File: src/rtl/commit_ctrl_pkg.sv
// Shared constants and encodings for the commit controller: tag width, NULL encodings,
// head instruction classes and FSM states.
package commit_ctrl_pkg;

    localparam int         ROB_TAG_W_DEF = 5;
    localparam logic [5:0] REG_NULL      = 6'b100000;

    typedef enum logic [1:0] {
        HT_ALU    = 2'd0,
        HT_STORE  = 2'd1,
        HT_BRANCH = 2'd2,
        HT_JUMP   = 2'd3
    } head_type_e;

    typedef enum logic [1:0] {
        ST_RUN        = 2'd0,
        ST_STORE_WAIT = 2'd1,
        ST_FLUSH      = 2'd2
    } state_e;

    // ENTRY_NULL is the tag with only its MSB set, for any tag width.
    function automatic logic [31:0] entry_null(input int width);
        return 32'd1 << (width - 1);
    endfunction

endpackage

File: src/rtl/commit_ctrl_if.sv
// Bundle between the ROB head / LSB / flush network and the commit controller.
// The slave modport is the commit controller's view.
interface commit_ctrl_if #(
    parameter int ROB_TAG_W = commit_ctrl_pkg::ROB_TAG_W_DEF
) ();

    logic                 rdy;
    logic                 head_valid;
    logic [ROB_TAG_W-1:0] head_entry;
    logic [1:0]           head_type;
    logic [5:0]           head_rd;
    logic [31:0]          head_value;
    logic                 head_mispredict;
    logic [31:0]          head_target;
    logic                 store_done;

    logic                 pop;
    logic                 commit_sgn;
    logic [ROB_TAG_W-1:0] rob_entry;
    logic [5:0]           rob_des;
    logic [31:0]          rob_result;
    logic                 store_req;
    logic [ROB_TAG_W-1:0] store_entry;
    logic                 rollback;
    logic [31:0]          redirect_pc;
    logic [31:0]          commit_count;

    modport master (
        output rdy, head_valid, head_entry, head_type, head_rd, head_value,
               head_mispredict, head_target, store_done,
        input  pop, commit_sgn, rob_entry, rob_des, rob_result, store_req,
               store_entry, rollback, redirect_pc, commit_count
    );

    modport slave (
        input  rdy, head_valid, head_entry, head_type, head_rd, head_value,
               head_mispredict, head_target, store_done,
        output pop, commit_sgn, rob_entry, rob_des, rob_result, store_req,
               store_entry, rollback, redirect_pc, commit_count
    );

endinterface

File: src/rtl/commit_ctrl.sv
// In-order retirement of the ROB head: register writeback, store handshake with the LSB,
// and a one-cycle flush with fetch redirect on a mispredicted branch/jump.
module commit_ctrl
    import commit_ctrl_pkg::*;
#(
    parameter int ROB_TAG_W = ROB_TAG_W_DEF
) (
    input logic         clk,
    input logic         rst,
    commit_ctrl_if.slave bus
);

    localparam logic [ROB_TAG_W-1:0] ENTRY_NULL = ROB_TAG_W'(entry_null(ROB_TAG_W));

    state_e               r_state;
    logic                 r_commit_sgn;
    logic [ROB_TAG_W-1:0] r_rob_entry;
    logic [5:0]           r_rob_des;
    logic [31:0]          r_rob_result;
    logic                 r_store_req;
    logic [ROB_TAG_W-1:0] r_store_entry;
    logic                 r_rollback;
    logic [31:0]          r_redirect_pc;
    logic [31:0]          r_commit_count;

    state_e               w_next_state;
    logic                 w_pop;
    logic                 w_commit;
    logic                 w_store_start;
    logic                 w_store_end;
    logic                 w_rollback;

    always_ff @(posedge clk or posedge rst) begin
        // NOTE: sequential state is assigned with <= so every flop samples pre-edge values.
        if (rst) r_state <= ST_RUN;
        else     r_state <= w_next_state;
    end

    always_comb begin
        // NOTE: every output of this block gets a default first, so no path infers a latch.
        w_next_state  = r_state;
        w_pop         = 1'b0;
        w_commit      = 1'b0;
        w_store_start = 1'b0;
        w_store_end   = 1'b0;
        w_rollback    = 1'b0;

        // Reset gating keeps pop low while rst is held; rdy=0 freezes everything.
        if (!rst && bus.rdy) begin
            unique case (r_state)
                ST_RUN: begin
                    if (bus.head_valid) begin
                        unique case (head_type_e'(bus.head_type))
                            HT_STORE: begin
                                w_store_start = 1'b1;
                                w_next_state  = ST_STORE_WAIT;
                            end
                            HT_BRANCH, HT_JUMP: begin
                                w_pop    = 1'b1;
                                w_commit = (bus.head_rd != REG_NULL);
                                if (bus.head_mispredict) begin
                                    w_rollback   = 1'b1;
                                    w_next_state = ST_FLUSH;
                                end
                            end
                            default: begin
                                w_pop    = 1'b1;
                                w_commit = 1'b1;
                            end
                        endcase
                    end
                end
                ST_STORE_WAIT: begin
                    if (bus.store_done) begin
                        w_pop        = 1'b1;
                        w_store_end  = 1'b1;
                        w_next_state = ST_RUN;
                    end
                end
                ST_FLUSH: w_next_state = ST_RUN;
                default:  w_next_state = ST_RUN;
            endcase
        end
    end

    always_ff @(posedge clk or posedge rst) begin
        // NOTE: every output register has a reset value; tags reset to ENTRY_NULL, not zero.
        if (rst) begin
            r_commit_sgn   <= 1'b0;
            r_rob_entry    <= ENTRY_NULL;
            r_rob_des      <= REG_NULL;
            r_rob_result   <= 32'd0;
            r_store_req    <= 1'b0;
            r_store_entry  <= ENTRY_NULL;
            r_rollback     <= 1'b0;
            r_redirect_pc  <= 32'd0;
            r_commit_count <= 32'd0;
        end else if (bus.rdy) begin
            r_commit_sgn <= w_commit;
            r_rollback   <= w_rollback;
            if (w_commit) begin
                r_rob_entry  <= bus.head_entry;
                r_rob_des    <= bus.head_rd;
                r_rob_result <= bus.head_value;
            end
            if (w_store_start) begin
                r_store_req   <= 1'b1;
                r_store_entry <= bus.head_entry;
            end else if (w_store_end) begin
                r_store_req   <= 1'b0;
            end
            if (w_rollback) r_redirect_pc  <= bus.head_target;
            if (w_pop)      r_commit_count <= r_commit_count + 32'd1;
        end
    end

    assign bus.pop          = w_pop;
    assign bus.commit_sgn   = r_commit_sgn;
    assign bus.rob_entry    = r_rob_entry;
    assign bus.rob_des      = r_rob_des;
    assign bus.rob_result   = r_rob_result;
    assign bus.store_req    = r_store_req;
    assign bus.store_entry  = r_store_entry;
    assign bus.rollback     = r_rollback;
    assign bus.redirect_pc  = r_redirect_pc;
    assign bus.commit_count = r_commit_count;

endmodule

File: src/flat_wrapper.sv
// flat-port wrapper written by rule: the top's interface ports become plain ports
module commit_ctrl_flat import commit_ctrl_pkg::*;
#(
    parameter int ROB_TAG_W = ROB_TAG_W_DEF
)
  (clk, rst, bus_rdy, bus_head_valid, bus_head_entry, bus_head_type, bus_head_rd, bus_head_value, bus_head_mispredict, bus_head_target, bus_store_done, bus_pop, bus_commit_sgn, bus_rob_entry, bus_rob_des, bus_rob_result, bus_store_req, bus_store_entry, bus_rollback, bus_redirect_pc, bus_commit_count);
  commit_ctrl_if #(.ROB_TAG_W(ROB_TAG_W)) bus_i ();
  input logic clk;
  input logic rst;
  input wire logic [$bits(bus_i.rdy)-1:0] bus_rdy;
  input wire logic [$bits(bus_i.head_valid)-1:0] bus_head_valid;
  input wire logic [$bits(bus_i.head_entry)-1:0] bus_head_entry;
  input wire logic [$bits(bus_i.head_type)-1:0] bus_head_type;
  input wire logic [$bits(bus_i.head_rd)-1:0] bus_head_rd;
  input wire logic [$bits(bus_i.head_value)-1:0] bus_head_value;
  input wire logic [$bits(bus_i.head_mispredict)-1:0] bus_head_mispredict;
  input wire logic [$bits(bus_i.head_target)-1:0] bus_head_target;
  input wire logic [$bits(bus_i.store_done)-1:0] bus_store_done;
  output wire logic [$bits(bus_i.pop)-1:0] bus_pop;
  output wire logic [$bits(bus_i.commit_sgn)-1:0] bus_commit_sgn;
  output wire logic [$bits(bus_i.rob_entry)-1:0] bus_rob_entry;
  output wire logic [$bits(bus_i.rob_des)-1:0] bus_rob_des;
  output wire logic [$bits(bus_i.rob_result)-1:0] bus_rob_result;
  output wire logic [$bits(bus_i.store_req)-1:0] bus_store_req;
  output wire logic [$bits(bus_i.store_entry)-1:0] bus_store_entry;
  output wire logic [$bits(bus_i.rollback)-1:0] bus_rollback;
  output wire logic [$bits(bus_i.redirect_pc)-1:0] bus_redirect_pc;
  output wire logic [$bits(bus_i.commit_count)-1:0] bus_commit_count;
  assign bus_i.rdy = bus_rdy;
  assign bus_i.head_valid = bus_head_valid;
  assign bus_i.head_entry = bus_head_entry;
  assign bus_i.head_type = bus_head_type;
  assign bus_i.head_rd = bus_head_rd;
  assign bus_i.head_value = bus_head_value;
  assign bus_i.head_mispredict = bus_head_mispredict;
  assign bus_i.head_target = bus_head_target;
  assign bus_i.store_done = bus_store_done;
  assign bus_pop = bus_i.pop;
  assign bus_commit_sgn = bus_i.commit_sgn;
  assign bus_rob_entry = bus_i.rob_entry;
  assign bus_rob_des = bus_i.rob_des;
  assign bus_rob_result = bus_i.rob_result;
  assign bus_store_req = bus_i.store_req;
  assign bus_store_entry = bus_i.store_entry;
  assign bus_rollback = bus_i.rollback;
  assign bus_redirect_pc = bus_i.redirect_pc;
  assign bus_commit_count = bus_i.commit_count;
  commit_ctrl #(.ROB_TAG_W(ROB_TAG_W)) u_core (.clk(clk), .rst(rst), .bus(bus_i));
endmodule
File: config.mk
export PLATFORM = sky130hd
export DESIGN_NAME = commit_ctrl_flat
export DESIGN_NICKNAME = d
export VERILOG_FILES = /design/src/rtl/commit_ctrl_pkg.sv /design/src/rtl/commit_ctrl_if.sv /design/src/rtl/commit_ctrl.sv /design/src/flat_wrapper.sv
export SDC_FILE = /design/constraint.sdc
export NUM_CORES = 1
export LEC_CHECK = 0
export CAP_MARGIN = 15
export CORE_MARGIN = 2
export CORE_UTILIZATION = 40
export DETAILED_ROUTE_END_ITERATION = 10
export PLACE_DENSITY_LB_ADDON = 0.1
export SLEW_MARGIN = 10
export SYNTH_ARGS = -nofsm -noshare
export SYNTH_HDL_FRONTEND = slang
export SYNTH_SLANG_ARGS = --single-unit
File: constraint.sdc
create_clock -name clk -period 6.2 [get_ports clk]
set_input_delay 0.62 -clock clk [delete_from_list [all_inputs] [get_ports clk]]
set_output_delay 0.62 -clock clk [all_outputs]
set_load 0.1 [all_outputs]
==> impl_summary.log, run 1 <==
INFO  metric final.setup_skew = 0.006069 ns
INFO  metric regToRegEndpoint = u_core.bus.rob_entry[3]$_DFFE_PP0P_
INFO  metric post-synth-top-area-cell = dfrtp_1
INFO  metric grt_max_degree = 69
INFO  metric async_flop_share = 100.0%
INFO  metric final_cycle_utilization_of_the_critical_path = 60.26%
INFO  metric htree_num_levels = 4
INFO  metric tritoncts.num_buffers = 17
INFO  metric via_count = 3415
INFO  metric mappedNetlistNets = 423
INFO  metric number_of_slew_limit_violations_in_the_final_report = 0
INFO  metric synth_warnings = 0
INFO  metric drv.max_cap_violation_count = 0
INFO  metric die_y = 114.7 µm
INFO  metric synth_largest_type_area_fraction = 58.22%
INFO  metric cts_tree = yes
INFO  metric crit_path_end_kind = output port
INFO  metric io-pin-count = 199
INFO  metric worst_hold_path.num_cells = 1
INFO  metric portBuffers = 198
INFO  metric coreArea = 0.01196 mm²
INFO  metric busiest_layer = met2
INFO  metric die_area = 0.01315 mm²
INFO  metric cts_root_buffer = clkbuf_16
INFO  metric via_cell_ratio = 4.817
INFO  metric fin_tns_setup = 0 ns
INFO  metric critPathMaxFanout = 7
INFO  metric part_of_the_yosys_area_used_for_sequential_elements = 59.83%
INFO  metric antenna_found_initial = 0
INFO  metric critical_path_arrival = 3.12 ns
INFO  metric final.min_clock_period = 3.736 ns
INFO  metric insertion_delay = 0.42 ns
INFO  metric synth.cell_area = 0.004900 mm²
INFO  metric utilization = 63.34%
INFO  metric die_x = 114.7 µm
INFO  metric final_nets = 633
INFO  metric groute.usage.overall = 19.68%
INFO  metric via_count_of_the_first_global_routing_pass = 3453
INFO  metric postCtsHoldBufs = 0
INFO  metric outcome = completed
INFO  metric worstSetupPathType = in2out
INFO  metric worst_hold_startpoint = u_core.bus.commit_count[31]$_DFFE_PP0P_
INFO  metric clock-sinks = 117
INFO  metric slew_margin_rel = 24.46%
INFO  metric detail_route.iter0.violations = 142
INFO  metric grt.overflow.total = 0
INFO  metric register_area = 0.002932 mm²
INFO  metric layout_cells_sized_above_1 = 22.42%
INFO  metric flops_latches_synth = 117
INFO  metric drc = 0
INFO  metric ant_nets = 0
INFO  metric floorplan.initialDensity = 40.96%
INFO  metric post_cts.repair.setup_buffers = 0
INFO  metric hold_violations = 0
INFO  metric fmax = 267.7 MHz
INFO  metric rsz0062_at_grt = no
INFO  metric syn2layout_area_growth = 54.62%
INFO  metric use_met2 = 29.23%
INFO  metric cts_resized = 0
INFO  metric critical_path_required = 5.58 ns
INFO  metric maximum_clock_insertion_buffer_count = 2
INFO  metric wl_per_cell = 17.06 µm
INFO  metric reg2reg_from = u_core.r_state[1]$_DFFE_PP0P_
INFO  metric synth_top_cells_by_area = dfrtp_1 (58%), mux2_4 (12%), mux2_2 (9.7%)
INFO  metric area_of_the_multi_input_gates = 0.001854 mm²
INFO  metric hold_path_end = u_core.bus.commit_count[31]$_DFFE_PP0P_
INFO  metric wirelength = 12.10 mm
INFO  metric synthesized_area_per_cell = 14.45 µm²
INFO  metric ys.flop_type = dfrtp_1
INFO  metric met1_usage = 26.36%
INFO  metric grt_util_met3 = 6.511%
INFO  metric syn_inst = 339
INFO  metric setup_viol_count_final = 0
INFO  metric powerDensity = 502.6 mW/mm²
INFO  metric crit_path_start_kind = input pin
INFO  metric synth_cell_types = 37
INFO  metric setup.reg_to_reg.worst_slack = 3.85 ns
INFO  metric grt_first_pass_wirelength = 19.22 mm
INFO  metric fill_cells = 957
INFO  metric max-vdd-ir-drop = 0.4147 mV
INFO  metric initial_drt_pass_iterations = 4
INFO  metric clock_pin_slew_worst_setup_and_hold_paths = 0.05 ns
INFO  metric hold-worst-slack = 0.4710 ns
INFO  metric placementRows = 40
INFO  metric worstHoldPathType = reg2reg
INFO  metric gp_routability_congestion = 0.7691
INFO  metric synth-edff-count = 0
INFO  metric power.static_leakage = 0.003427 µW
INFO  metric number_of_cell_instances_on_the_worst_register_to_register_path = 5
INFO  metric antenna_diode_count = 0
INFO  metric detailed_place_hpwl = 8.583 mm
INFO  metric timing_worst_slew_pin_value = 1.130 ns
worst max-delay path, cell delays in order:
cell	delay, ns
clkdlybuf4s50_1	0.51
nor2b_1	0.12
o21ai_1	0.44
nand2_1	0.21
inv_1	0.09
clkdlybuf4s50_1	1.13
state kept, by name, indices dropped and copies added, names as in the netlist:
signal / cells
u_core.bus.commit_count: 32
u_core.bus.commit_sgn: 1
u_core.bus.redirect_pc: 32
u_core.bus.rob_des: 6
u_core.bus.rob_entry: 5
u_core.bus.rob_result: 32
u_core.bus.rollback: 1
u_core.bus.store_entry: 5
u_core.bus.store_req: 1
u_core.r_state: 2
layout make-up:
cell class	count	share of cell area, %
inverters	9	0.4789
flip-flops and latches	117	38.70
well taps	147	2.428
repair buffers	201	26.46
clock buffers	29	7.267
clock inverters	3	0.1982
multi-input cells	203	24.48
synth_stat cells (2+ instances only):
| cell type | instances |
|---|---|
| o21ai_0 | 3 |
| nand4_1 | 8 |
| dfstp_2 | 3 |
| nand2_1 | 13 |
| nand2b_1 | 3 |
| xnor2_1 | 13 |
| nor3_1 | 7 |
| nand3_1 | 13 |
| mux2_2 | 42 |
| nor4_2 | 3 |
| dfrtp_1 | 114 |
| xor2_1 | 17 |
| or3_1 | 2 |
| a21o_1 | 2 |
| and3_1 | 2 |
| mux2_4 | 38 |
| buf_6 | 5 |
| and4_1 | 3 |
| nor2_1 | 17 |
| inv_1 | 9 |
| or2_2 | 3 |
| buf_2 | 4 |
power by group:
group | switching (µW) | internal [µW]
sequential | 96.3 | 932
combinational | 1390 | 475
clock | 322 | 593
worst max-delay path by stage:
stage	endpoint	depth (start not counted)	startpoint
6_report	bus_pop	6	bus_head_type[1]
5_1_grt	bus_pop	6	bus_head_type[1]
4_1_cts	bus_pop	6	bus_head_type[1]
3_5_place_dp	bus_pop	6	bus_head_type[1]
3_3_place_gp	bus_pop	6	bus_head_type[1]
2_1_floorplan	u_core.bus.commit_count[0]$_DFFE_PP0P_	1	rst
metrics by stage:
stage	total power (µW)	std cells	worst slack [ns]	cell area, µm²
final	3808	709	2.464	7576
after global routing	3931	709	2.336	7576
after CTS	3842	709	2.467	7576
after detailed placement	2911	677	2.474	7010
after global placement	2897	677	2.509	7010
after floorplan	2457	339	2.484	4900
metal layers:
layer	routed length (µm)	vias to the layer above
li1	-	1597
met1	5402	1682
met2	5702	119
met3	804	17
met4	187	0
met5	0	-
layout by cell type, fill, tap and decap left out, drive strengths merged, types with 8 or more instances in the layout:
master	instances
nand3	13
xnor2	14
clkbuf	29
nand2	13
nor2	17
nand4	8
inv	9
dfrtp	114
clkdlybuf4s50	198
xor2	17
mux2	80
cells by family after synthesis:
logic type / count (synthesis) / synth area share [%]
buffers and inverters: 19 / 2.324
AND/OR/NAND/NOR: 82 / 9.449
flip-flops: 117 / 59.83
multiplexers: 80 / 21.30
adder cells (fa/ha/maj): 1 / 0.2553
AO/OA/AOI/OAI: 9 / 1.149
XOR/XNOR: 31 / 5.695
Note: power is estimated with default switching activity, not from simulation.
==> inputs of run 2 (changes only) <==
- clock period: 6.2 -> 3.67 ns (I/O delays scaled with it)
==> run 2 against run 1 <==
Clock power is 62% higher. Clock skew is 0.00083 ns higher. Worst setup slack worse by 1.2 ns. Clock-buffer cell count is 2 lower. Wire length is 0.83% higher. Largest cell class unchanged. Core utilization is 0.13 points lower. Sequential cell count stayed put. Final cell count stayed put. Cell area is 0.20% lower. Highest routed layer unchanged.
==> impl_summary.log, run 2 (synthesis gave the netlist of run 1 again) <==
INFO  metric clock_pin_slew_worst_setup_and_hold_paths = 0.05 ns
INFO  metric die_x = 114.7 µm
INFO  metric crit_path_max_incr_delay = 1.15 ns
INFO  metric detail_route.iter0.violations = 166
INFO  metric die_y = 114.7 µm
INFO  metric critPathMaxFanout = 2
INFO  metric wl_per_cell = 17.20 µm
INFO  metric final.min_clock_period = 2.449 ns
INFO  metric switch_pwr = 3052 µW
INFO  metric crit_path_start_kind = flip-flop
INFO  metric postCtsHoldBufs = 0
INFO  metric grt_first_pass_wirelength = 19.56 mm
INFO  metric via_cell_ratio = 4.872
INFO  metric initial_drt_pass_iterations = 4
INFO  metric rsz0062_at_grt = no
INFO  metric layout_cells_sized_above_1 = 22.42%
INFO  metric hold-worst-slack = 0.4701 ns
INFO  metric cts_root_buffer = clkbuf_16
INFO  metric utilization = 63.21%
INFO  metric grt.overflow.total = 0
INFO  metric drc = 0
INFO  metric htree_num_levels = 4
INFO  metric outcome = completed
INFO  metric groute.usage.overall = 19.75%
INFO  metric io-pin-count = 199
INFO  metric final_cell_mix = clkdlybuf4s50_1 (197), dfrtp_1 (114), mux2_2 (42)
INFO  metric cts_tree = yes
INFO  metric antenna_diode_count = 0
INFO  metric setup_viol_count_final = 0
INFO  metric hold_violations = 0
INFO  metric power_switching_share = 47.88%
INFO  metric via_count = 3454
INFO  metric fmax = 408.4 MHz
INFO  metric coreArea = 0.01196 mm²
INFO  metric cp_launch_point = u_core.bus.rob_des[5]$_DFFE_PP1P_
INFO  metric post_cts.repair.setup_buffers = 0
INFO  metric critical_path_required = 3.30 ns
INFO  metric cts_resized = 0
INFO  metric final_nets = 634
INFO  metric slew_margin_rel = 28.82%
INFO  metric die_area = 0.01315 mm²
INFO  metric path_cells = clkdlybuf4s50_1
INFO  metric power_frac_clock = 23.2%
INFO  metric number_of_cell_instances_on_the_worst_register_to_register_path = 5
INFO  metric powerDensity = 843.0 mW/mm²
INFO  metric worstSetupEndpoint = bus_rob_des[5]
INFO  metric register_area = 0.002932 mm²
INFO  metric worstHoldPathType = reg2reg
INFO  metric antenna_found_initial = 0
INFO  metric fin_tns_setup = 0 ns
INFO  metric path_depth = 1
INFO  metric setup.reg_to_reg.worst_slack = 1.51 ns
INFO  metric wirelength = 12.20 mm
INFO  metric critical_path.top_delay_family = buffers and inverters
INFO  metric gp_routability_congestion = 0.7936
INFO  metric critical_path_arrival = 2.08 ns
INFO  metric grt_max_degree = 68
INFO  metric via_count_of_the_first_global_routing_pass = 3577
INFO  metric placement.setup.worst_slack = 0.9381 ns
INFO  metric placementRows = 40
INFO  metric seq_power_share = 27.4%
INFO  metric clock-sinks = 117
INFO  metric intPower = 3322 µW
INFO  metric final.setup_skew = 0.006900 ns
INFO  metric insertion_delay = 0.41 ns
INFO  metric finalWorstSetupSlack = 1.221 ns
INFO  metric slowest_stage = clkdlybuf4s50_1
INFO  metric place.detailed.instances = 678
INFO  metric portBuffers = 198
INFO  metric timing_worst_slew_pin_value = 1.064 ns
INFO  metric floorplan.initialDensity = 40.96%
INFO  metric power.static_leakage = 0.003421 µW
INFO  metric tritoncts.num_buffers = 17
INFO  metric worstSetupPathType = reg2out
INFO  metric fill_cells = 983
INFO  metric number_of_slew_limit_violations_in_the_final_report = 0
INFO  metric final_cycle_utilization_of_the_critical_path = 66.72%
INFO  metric ant_nets = 0
INFO  metric final_cell_count_no_fill = 709
INFO  metric combinational_group_share_of_total_power = 49.4%
INFO  metric drv.max_cap_violation_count = 0
INFO  metric max-vdd-ir-drop = 0.5493 mV
INFO  metric reg2reg_from = u_core.bus.commit_count[2]$_DFFE_PP0P_
INFO  metric mostFrequentLayoutCell = clkdlybuf4s50_1
INFO  metric detailed_place_hpwl = 8.819 mm
INFO  metric critical_path.n_buffers_inverters = 1
INFO  metric maximum_clock_insertion_buffer_count = 2
INFO  metric syn2layout_area_growth = 54.32%
INFO  metric crit_path_end_kind = output port
INFO  metric area_of_the_multi_input_gates = 0.001854 mm²
INFO  metric regToRegEndpoint = u_core.bus.commit_count[21]$_DFFE_PP0P_
[run 2: cell types whose count changed in the layout (fill, tap and decap cells not counted), sizes merged]
cell and change:
clkinv +1, clkbuf -2, clkdlybuf4s50 -1, buf +2
[run 2: how the worst min path moves through the flow]
stage                                                 start                                      end  slack (ns)  cells past startpoint
finish                    u_core.bus.rob_des[5]$_DFFE_PP1P_        u_core.bus.rob_des[5]$_DFFE_PP1P_        0.47                      2
global route        u_core.bus.commit_count[31]$_DFFE_PP0P_  u_core.bus.commit_count[31]$_DFFE_PP0P_        0.48                      1
CTS                 u_core.bus.commit_count[31]$_DFFE_PP0P_  u_core.bus.commit_count[31]$_DFFE_PP0P_        0.47                      1
detailed placement  u_core.bus.commit_count[31]$_DFFE_PP0P_  u_core.bus.commit_count[31]$_DFFE_PP0P_        0.46                      1
global placement          u_core.bus.rob_des[5]$_DFFE_PP1P_        u_core.bus.rob_des[5]$_DFFE_PP1P_        0.45                      2
floorplan                                           bus_rdy        u_core.bus.commit_sgn$_DFFE_PP0P_        0.48                      1
[run 2: layout make-up]
type | count | share of cell area [%]
clock buffers | 27 | 6.785
clock inverters | 4 | 0.2648
inverters | 9 | 0.4799
multi-input cells | 203 | 24.52
flip-flops and latches | 117 | 38.77
well taps | 147 | 2.433
repair buffers | 202 | 26.74
[run 2: power by group through the flow]
| stage | Clock, µW | Sequential, µW | Combinational, µW |
|---|---|---|---|
| 6_report | 1480 | 1750 | 3150 |
| 5_1_grt | 1580 | 1780 | 3220 |
| 4_1_cts | 1520 | 1750 | 3170 |
| 3_5_place_dp | 0 | 1760 | 3160 |
| 3_3_place_gp | 0 | 1750 | 3140 |
| 2_1_floorplan | 0 | 3760 | 389 |
[run 2: per-stage QoR]
stage	total power (µW)	cell area [µm²]
detailed placement	4924	7028
floorplan	4150	4900
finish	6374	7561
global placement	4893	7028
global route	6589	7561
CTS	6428	7561
[run 2: metal layers]
layer	GRT usage, %	share of wire, %	vias up
met5	0	0	-
li1	-	-	1607
met4	6.341	0.75	0
met1	26.00	44	1726
met3	7.358	7.3	8
met2	30.34	48	113
==> inputs of run 3 (changes only) <==
- CORE_UTILIZATION: 40 -> 39
- clock period: 3.67 -> 2 ns (I/O delays scaled with it)
==> run 3 against run 2 <==
Hold slack lost 0.073 ns. Combinational power grew 80%. Cell area grew 0.86%. Clock power grew 110%. Clock skew shrank 0.0032 ns. Total power grew 87%. Core utilization shrank 0.51 points. Critical path type is now in2reg. Global-route usage shrank 1.7 points. First-iteration DRC count shrank 11%.
==> impl_summary.log, run 3 (synthesis gave the netlist of run 1 again) <==
INFO  metric worst_hold_path.num_cells = 3
INFO  metric fin_tns_setup = 0 ns
INFO  metric number_of_slew_limit_violations_in_the_final_report = 0
INFO  metric final_cell_mix = buf_4 (136), dfrtp_1 (86), clkdlybuf4s50_1 (82)
INFO  metric ant_nets = 0
INFO  metric tritoncts.num_buffers = 17
INFO  metric fmax = 518.5 MHz
INFO  metric worstSetupPathType = in2reg
INFO  metric max-vdd-ir-drop = 0.8473 mV
INFO  metric antenna_found_initial = 0
INFO  metric crit_path_start_kind = input pin
INFO  metric timing_worst_slew_pin_value = 0.6080 ns
INFO  metric setup_viol_count_final = 0
INFO  metric register_area = 0.002967 mm²
INFO  metric initial_drt_pass_iterations = 4
INFO  metric cts_root_buffer = clkbuf_16
INFO  metric clock_pin_slew_worst_setup_and_hold_paths = 0.05 ns
INFO  metric layout_cells_sized_above_1 = 51.20%
INFO  metric power.static_leakage = 0.003684 µW
INFO  metric via_count_of_the_first_global_routing_pass = 3430
INFO  metric mostFrequentLayoutCell = buf_4
INFO  metric final_cycle_utilization_of_the_critical_path = 96.42%
INFO  metric powerDensity = 1563 mW/mm²
INFO  metric portBuffers = 198
INFO  metric hold_violations = 0
INFO  metric wirelength = 11.75 mm
INFO  metric number_of_cell_instances_on_the_worst_register_to_register_path = 5
INFO  metric gp_routability_congestion = 0.7599
INFO  metric grt.overflow.total = 0
INFO  metric syn2layout_area_growth = 55.64%
INFO  metric drc = 0
INFO  metric grt_max_degree = 118
INFO  metric critPathMaxFanout = 27
INFO  metric dpl-instance-area = 0.007003 mm²
INFO  metric detail_route.iter0.violations = 147
INFO  metric placementRows = 40
INFO  metric floorplan.initialDensity = 40.29%
INFO  metric wl_per_cell = 15.62 µm
INFO  metric area_of_the_multi_input_gates = 0.001869 mm²
INFO  metric regToRegEndpoint = u_core.bus.rob_result[26]$_DFFE_PP0P_
INFO  metric via_count = 3451
INFO  metric cp_launch_point = rst
INFO  metric coreArea = 0.01216 mm²
INFO  metric drv.max_cap_violation_count = 0
INFO  metric setup.reg_to_reg.worst_slack = 0.10 ns
INFO  metric worstHoldPathType = in2reg
INFO  metric maximum_clock_insertion_buffer_count = 2
INFO  metric critical_path_required = 2.29 ns
INFO  metric via_cell_ratio = 4.589
INFO  metric groute.usage.overall = 18.03%
INFO  metric detailed_place_hpwl = 8.571 mm
INFO  metric final_cell_area = 0.007626 mm²
INFO  metric htree_num_levels = 4
INFO  metric final.setup_skew = 0.003735 ns
INFO  metric clock-sinks = 117
INFO  metric grt_first_pass_wirelength = 18.18 mm
INFO  metric die_area = 0.01348 mm²
INFO  metric crit_path_end_kind = flip-flop
INFO  metric critical_path_arrival = 2.22 ns
INFO  metric worst_hold_startpoint = bus_head_rd[5]
INFO  metric insertion_delay = 0.41 ns
INFO  metric io-pin-count = 199
INFO  metric die_x = 116.1 µm
INFO  metric fill_cells = 970
INFO  metric final_nets = 655
INFO  metric cts_tree = yes
INFO  metric antenna_diode_count = 0
INFO  metric rsz0062_at_grt = no
INFO  metric hold_path_end = u_core.bus.rob_des[5]$_DFFE_PP1P_
INFO  metric outcome = completed
INFO  metric final.min_clock_period = 1.928 ns
INFO  metric die_y = 116.1 µm
INFO  metric reg2reg_from = u_core.r_state[1]$_DFFE_PP0P_
INFO  metric hold-worst-slack = 0.3966 ns
INFO  metric slew_margin_rel = 59.47%
[run 3: power breakdown]
group | leakage (µW) | switching [µW] | internal [µW]
clock | 0.000306 | 1020 | 2040
sequential | 0.00142 | 296 | 2900
combinational | 0.00196 | 4320 | 1350
[run 3: repair_timing]
item / in CTS / in global routing
hold buffers: 0 / 0
cloned: 0 / 0
resized for setup: 2 / 2
buffers inserted: 1 / 0
setup endpoints to repair: 1 / 2
[run 3: worst max path at each step]
stage | end | slack, ns | cells past startpoint
finish | u_core.bus.rob_result[26]$_DFFE_PP0P_ | 0.07 | 7
floorplan | u_core.bus.commit_count[21]$_DFFE_PP0P_ | -0.36 | 6
global route | u_core.bus.rob_entry[0]$_DFFE_PP0P_ | 0.02 | 7
CTS | bus_pop | 0.05 | 7
global placement | u_core.bus.rob_result[29]$_DFFE_PP0P_ | -0.31 | 7
detailed placement | u_core.bus.rob_result[26]$_DFFE_PP0P_ | -0.35 | 7
[run 3: worst max-delay path: stages]
cell	delay (ns)
clkdlybuf4s50_1	0.42
nand2b_1	0.19
or2_1	0.23
or3_1	0.38
a31o_2	0.28
buf_12	0.19
mux2_4	0.31
[run 3: layout make-up]
cell class	count	area share (%)
sequential	117	38.90
tap	168	2.756
inverter	9	0.4922
multi-input combinational	203	24.51
clock inverter	11	1.706
timing repair buffer	223	25.46
clock buffer	21	6.169
[run 3: per-stage QoR]
step / power [µW] / util [%] / cells / setup slack, ns
final: 11920 / 62.71 / 752 / 0.07153
after global routing: 12330 / 62.71 / 752 / 0.02374
after CTS: 12020 / 62.60 / 752 / 0.04606
after detailed placement: 8912 / 57.58 / 719 / -0.3502
after global placement: 8859 / 57.58 / 719 / -0.3140
after floorplan: 7624 / - / 339 / -0.3601
[run 3: metal layers]
layer | up-vias | global-route usage, % | routed length, µm
met2 | 118 | 27.84 | 5563
met5 | - | 0 | 0
met4 | 0 | 8.333 | 211
li1 | 1649 | - | -
met3 | 14 | 5.126 | 794
met1 | 1670 | 23.65 | 5176
